--- src/rtl/reg_mem_arbiter.sv ---
// rtl/reg_mem_arbiter.sv - two-client round-robin arbiter and sequencer for reg_mem
//
// Two clients each issue read/write requests over a valid/ready handshake.
// Requests are granted round-robin and executed one at a time against a
// single-port memory. Each request gets a one-cycle response pulse back.
//
// Ports:
//   clk, rst                        clock, asynchronous active-high reset
//   req{0,1}_valid/_ready           request handshake per client
//   req{0,1}_we/_addr/_wdata        request fields, sampled at handshake
//   rsp{0,1}_valid/_rdata           response pulse and read data (0 on write ack)
//   mem_addr/mem_data_in/mem_wen    drive the memory pins
//   mem_data_out                    read data from the memory
//   busy                            high whenever an operation is in flight
module reg_mem_arbiter #(
   parameter int DATA_WIDTH = 8,
   parameter int ADDR_BITS  = 5
) (
   input  logic                  clk,
   input  logic                  rst,
   input  logic                  req0_valid,
   output logic                  req0_ready,
   input  logic                  req0_we,
   input  logic [ADDR_BITS-1:0]  req0_addr,
   input  logic [DATA_WIDTH-1:0] req0_wdata,
   output logic                  rsp0_valid,
   output logic [DATA_WIDTH-1:0] rsp0_rdata,
   input  logic                  req1_valid,
   output logic                  req1_ready,
   input  logic                  req1_we,
   input  logic [ADDR_BITS-1:0]  req1_addr,
   input  logic [DATA_WIDTH-1:0] req1_wdata,
   output logic                  rsp1_valid,
   output logic [DATA_WIDTH-1:0] rsp1_rdata,
   output logic [ADDR_BITS-1:0]  mem_addr,
   output logic [DATA_WIDTH-1:0] mem_data_in,
   output logic                  mem_wen,
   input  logic [DATA_WIDTH-1:0] mem_data_out,
   output logic                  busy
);

   typedef enum logic [1:0] {
      IDLE    = 2'd0,
      ACCESS  = 2'd1,
      CAPTURE = 2'd2,
      RESP    = 2'd3
   } state_t;

   state_t state;
   logic   last_grant;
   logic   lat_we;
   logic   lat_id;
   logic   grant;
   logic   handshake;

   // Lone requester wins; on a tie the client that did not go last wins.
   always_comb begin
      grant = 1'b0;
      if (req0_valid && req1_valid)
         grant = ~last_grant;
      else if (req1_valid)
         grant = 1'b1;
   end

   // Ready is gated by rst so neither client sees a handshake while held in reset.
   assign req0_ready = !rst && (state == IDLE) && req0_valid && !grant;
   assign req1_ready = !rst && (state == IDLE) && req1_valid &&  grant;
   assign handshake  = req0_ready || req1_ready;

   // Decoded from state so that reset removes the write enable immediately.
   assign mem_wen = (state == ACCESS) && lat_we;
   assign busy    = (state != IDLE);

   always_ff @(posedge clk or posedge rst) begin
      if (rst) begin
         state       <= IDLE;
         last_grant  <= 1'b1;
         lat_we      <= 1'b0;
         lat_id      <= 1'b0;
         mem_addr    <= '0;
         mem_data_in <= '0;
         rsp0_valid  <= 1'b0;
         rsp0_rdata  <= '0;
         rsp1_valid  <= 1'b0;
         rsp1_rdata  <= '0;
      end else begin
         case (state)
            IDLE: begin
               // mem_addr/mem_data_in only change here, so they hold steady while idle.
               if (handshake) begin
                  lat_id      <= grant;
                  last_grant  <= grant;
                  lat_we      <= grant ? req1_we    : req0_we;
                  mem_addr    <= grant ? req1_addr  : req0_addr;
                  mem_data_in <= grant ? req1_wdata : req0_wdata;
                  state       <= ACCESS;
               end
            end
            ACCESS: begin
               if (lat_we) begin
                  // Write commits on this edge; acknowledge with zero data.
                  if (lat_id) begin
                     rsp1_valid <= 1'b1;
                     rsp1_rdata <= '0;
                  end else begin
                     rsp0_valid <= 1'b1;
                     rsp0_rdata <= '0;
                  end
                  state <= RESP;
               end else begin
                  state <= CAPTURE;
               end
            end
            CAPTURE: begin
               // One cycle of address hold covers both combinational and
               // single-cycle registered memory reads.
               if (lat_id) begin
                  rsp1_valid <= 1'b1;
                  rsp1_rdata <= mem_data_out;
               end else begin
                  rsp0_valid <= 1'b1;
                  rsp0_rdata <= mem_data_out;
               end
               state <= RESP;
            end
            RESP: begin
               rsp0_valid <= 1'b0;
               rsp0_rdata <= '0;
               rsp1_valid <= 1'b0;
               rsp1_rdata <= '0;
               state      <= IDLE;
            end
            default: state <= IDLE;
         endcase
      end
   end

endmodule

--- config.mk ---
export PLATFORM = sky130hd
export DESIGN_NAME = reg_mem_arbiter
export DESIGN_NICKNAME = d
export VERILOG_FILES = /design/src/rtl/reg_mem_arbiter.sv
export SDC_FILE = /design/constraint.sdc
export NUM_CORES = 1
export LEC_CHECK = 0
export ABC_AREA = 0
export BUFFER_PORTS_ARGS = -buffer_cell sky130_fd_sc_hd__buf_2
export CORE_ASPECT_RATIO = 0.9
export CORE_MARGIN = 2
export CORE_UTILIZATION = 40
export CTS_BUF_LIST = sky130_fd_sc_hd__clkbuf_2
export CTS_CLUSTER_DIAMETER = 150
export DETAILED_ROUTE_END_ITERATION = 7
export GPL_ROUTABILITY_DRIVEN = 0
export PLACE_DENSITY_LB_ADDON = 0.05
export SLEW_MARGIN = 20
export SYNTH_ARGS = -nofsm -noshare
export SYNTH_HDL_FRONTEND = slang
export SYNTH_SLANG_ARGS = --single-unit
--- constraint.sdc ---
create_clock -name clk -period 1.85 [get_ports clk]
set_clock_uncertainty 0.1 [all_clocks]
set_input_delay 0.37 -clock clk [delete_from_list [all_inputs] [get_ports clk]]
set_output_delay 0.37 -clock clk [all_outputs]
set_load 0.05 [all_outputs]
==> metrics.cfg <==
[min_path]
min_path_type = primary input to register

[yosys]
synthArstFlopShare = 1.00
synthMostInstantiatedCell = dfrtp_1
synth_ff_type = dfrtp_1
synth_cells = 141
yosys.area.top_type_share = 0.519
synth_fa_ha_area_frac = 0.0370
synth_top_family_by_area = multiplexers
avgSynthCellArea_um2 = 12.0
ys_ff_latch = 36
ys_top_cells_by_count = 35 x dfrtp_1, 16 x mux2_2, 15 x nand2_1
synth_area_leaders = dfrtp_1 52%, mux2_2 11%, mux2i_1 8.3%
synth_nets = 186
yosysUniqueCellTypes = 30
synth_edf_count = 0
ys_warn_count = 0
yosysTopAreaCell = dfrtp_1
synth-xor-area-share = 0
syn_area_um2 = 1690
synth-seq-area-share = 0.534
synth_compound_area_frac = 0.101
synthMuxAreaShare = 0.190
synthSimpleGateAreaFrac = 0.114

[critical_path]
cp-startpoint = state[1]
start_kind = register
crit_path_end = mem_wen
worstRegToRegCells = 8
r2r-end = rsp0_rdata[4]
crit_fanout = 4
critPathMaxStageDelay_ns = 0.44
path_class = register to output pin
r2r_start = state[1]
crit_buf_inv = 3
crit_arrival_ns = 1.56
cp_slowest_cell = dfrtp_1
cp_num_cells = 5
ff2ff_setup_slack_ns = -0.03
end_kind = output pin
crit_chain = inv_2, ha_2, buf_4, and2_4, buf_8
crit_required_ns = 1.38
path_delay_family = flip-flops

[clock_network]
clock_path_buffers = 2
clock-root-buffer = clkbuf_2
cts_tree = built
clkLatencyLatePin_ns = 0.38
numCtsBuffers = 5
clock_sinks = 36
cts.clk_slew.worst_paths_ns = 0.19
h-tree-depth = 2

[sta]
rsz0062_at_grt = true
setup_viol = 9
finalHoldViolCount = 0
period_share = 1.10
maxSlewHeadroom = 0.819
fin_crit_ns = 2.03
final_max_slew_viol_count = 0
worst_slack_ns = -0.184
worst-slew-pin-transition_ns = 0.270
max_freq_ghz = 0.492

[floorplan]
initial_core_util = 0.415
die_w_um = 72.5
die_area_um2 = 4760
die_y_um = 65.7
coreArea_um2 = 4070
rows = 22
io_pins = 75

[placement]
io_buffer_count = 74
hpwl_um = 3050

[job]
cap_viol_max_count = 0

[power_and_ir_drop]
p_leak_nw = 1.32
peakVddDrop_v = 0.00111
fin_total_pwr_mw = 4.79
p_per_area_nw_per_um2 = 1970

[grt]
grt-ovfl-total = 0
grt_antenna_before_repair = 0
grt_max_degree = 23
grt_pass1_vias = 1441
grt_pass1_wl_um = 6580
grt_usage = 0.181

[layout]
drive_gt1_frac = 0.550
finish.net_count = 282
final_util = 0.598
n_antenna_cell = 0
synthToLayoutAreaGrowth_pct = 44.1
fill_cells = 346

[run_status]
status = complete, but fails checks
violations = setup timing

[detailed_routing]
dr.first_iter.drc_count = 50
routed_wl_um = 4240
antenna_left = 0
wl_per_cell_um = 14.8
via_per_inst = 5.05
vias = 1445
dr.pass1.iters = 4
drcViolationCount = 0

-- metal layers --
layer,track usage,up-vias,wire (µm)
li1,-,685,-
met1,0.210,696,1670
met2,0.311,57,2230
met3,0.0613,7,271
met4,0.0671,0,69
met5,0,-,0
-- worst min path at each step --
stage                from         end  slack (ns)  cells past startpoint
5_1_grt        req0_valid  last_grant        0.06                      2
3_5_place_dp          rst      lat_we        0.37                      3
6_report       req0_valid  last_grant        0.08                      2
3_3_place_gp          rst      lat_we        0.35                      3
2_1_floorplan  req0_valid  last_grant        0.33                      1
4_1_cts        req0_valid  last_grant        0.05                      2
-- area by class of cell --
type,instances,area [µm²],share of cell area
Sequential cell,36,902,0.371
Multi-Input combinational cell,97,828,0.340
Timing Repair Buffer,93,567,0.233
Tap cell,48,60.1,0.0247
Clock inverter,3,37.5,0.0154
Clock buffer,5,25.0,0.0103
Inverter,4,15.0,0.00617
-- state kept, by name, indices dropped and copies added, names as in the netlist --
register / count
rsp0_rdata: 8
last_grant: 1
lat_id: 1
mem_addr: 5
lat_we: 1
rsp1_rdata: 8
rsp1_valid: 1
mem_data_in: 8
state: 2
rsp0_valid: 1
-- logic make-up (layout without fill, tap and decap cells) --
family / after synthesis / count (layout)
flip-flops: 36 / 36
AND/OR/NAND/NOR: 34 / 34
AO/OA/AOI/OAI: 28 / 28
buffers and inverters: 8 / 105
multiplexers: 30 / 30
adder cells (fa/ha/maj): 5 / 5
-- placed cells by master, fill, tap and decap left out, types with 3 or more instances in the layout --
cell type | Yosys | routed
buf_2 | 3 | 71
dfrtp_1 | 35 | 35
nand2_1 | 15 | 15
buf_4 | 0 | 15
mux2i_1 | 14 | 14
mux2_2 | 16 | 13
o21ai_1 | 9 | 9
and2_1 | 9 | 8
o21ai_0 | 7 | 7
clkbuf_2 | 0 | 5
a21oi_1 | 4 | 4
nor3_4 | 0 | 3
mux2_4 | 0 | 3
ha_4 | 0 | 3
buf_6 | 1 | 3
-- what timing repair did --
| item | CTS | global route |
|---|---|---|
| pin swaps | 3 | 3 |
| endpoints found under the hold margin | 35 | 0 |
| hold buffers | 1 | 0 |
| buffers inserted | 4 | 5 |
| setup endpoints to repair | 14 | 20 |
| resized for setup | 15 | 9 |
-- worst reg2reg max path: cells and delay by family (launching register included) --
kind / cells / cell delay, ns
buffers and inverters: 4 / 0.49
multiplexers: 1 / 0.29
flip-flops: 1 / 0.41
AND/OR/NAND/NOR: 2 / 0.29
adder cells (fa/ha/maj): 1 / 0.19
-- power by group --
group / internal (mW) / switching [mW]
sequential: 1.08 / 0.172
clock: 0.220 / 0.263
combinational: 1.20 / 1.86
-- through the flow --
step / setup WS (ns) / cells / instance area, µm² / hold WS (ns) / setup TNS (ns)
6_report: -0.184 / 286 / 2430 / 0.0849 / -0.726
5_1_grt: -0.286 / 286 / 2430 / 0.0623 / -1.97
4_1_cts: -0.164 / 281 / 2340 / 0.0459 / -0.625
3_5_place_dp: -0.0319 / 268 / 2170 / 0.372 / -0.190
3_3_place_gp: 0.0596 / 268 / 2170 / 0.353 / 0
2_1_floorplan: -0.107 / 141 / 1700 / 0.333 / -0.133
Note: power is estimated with default switching activity, not from simulation.
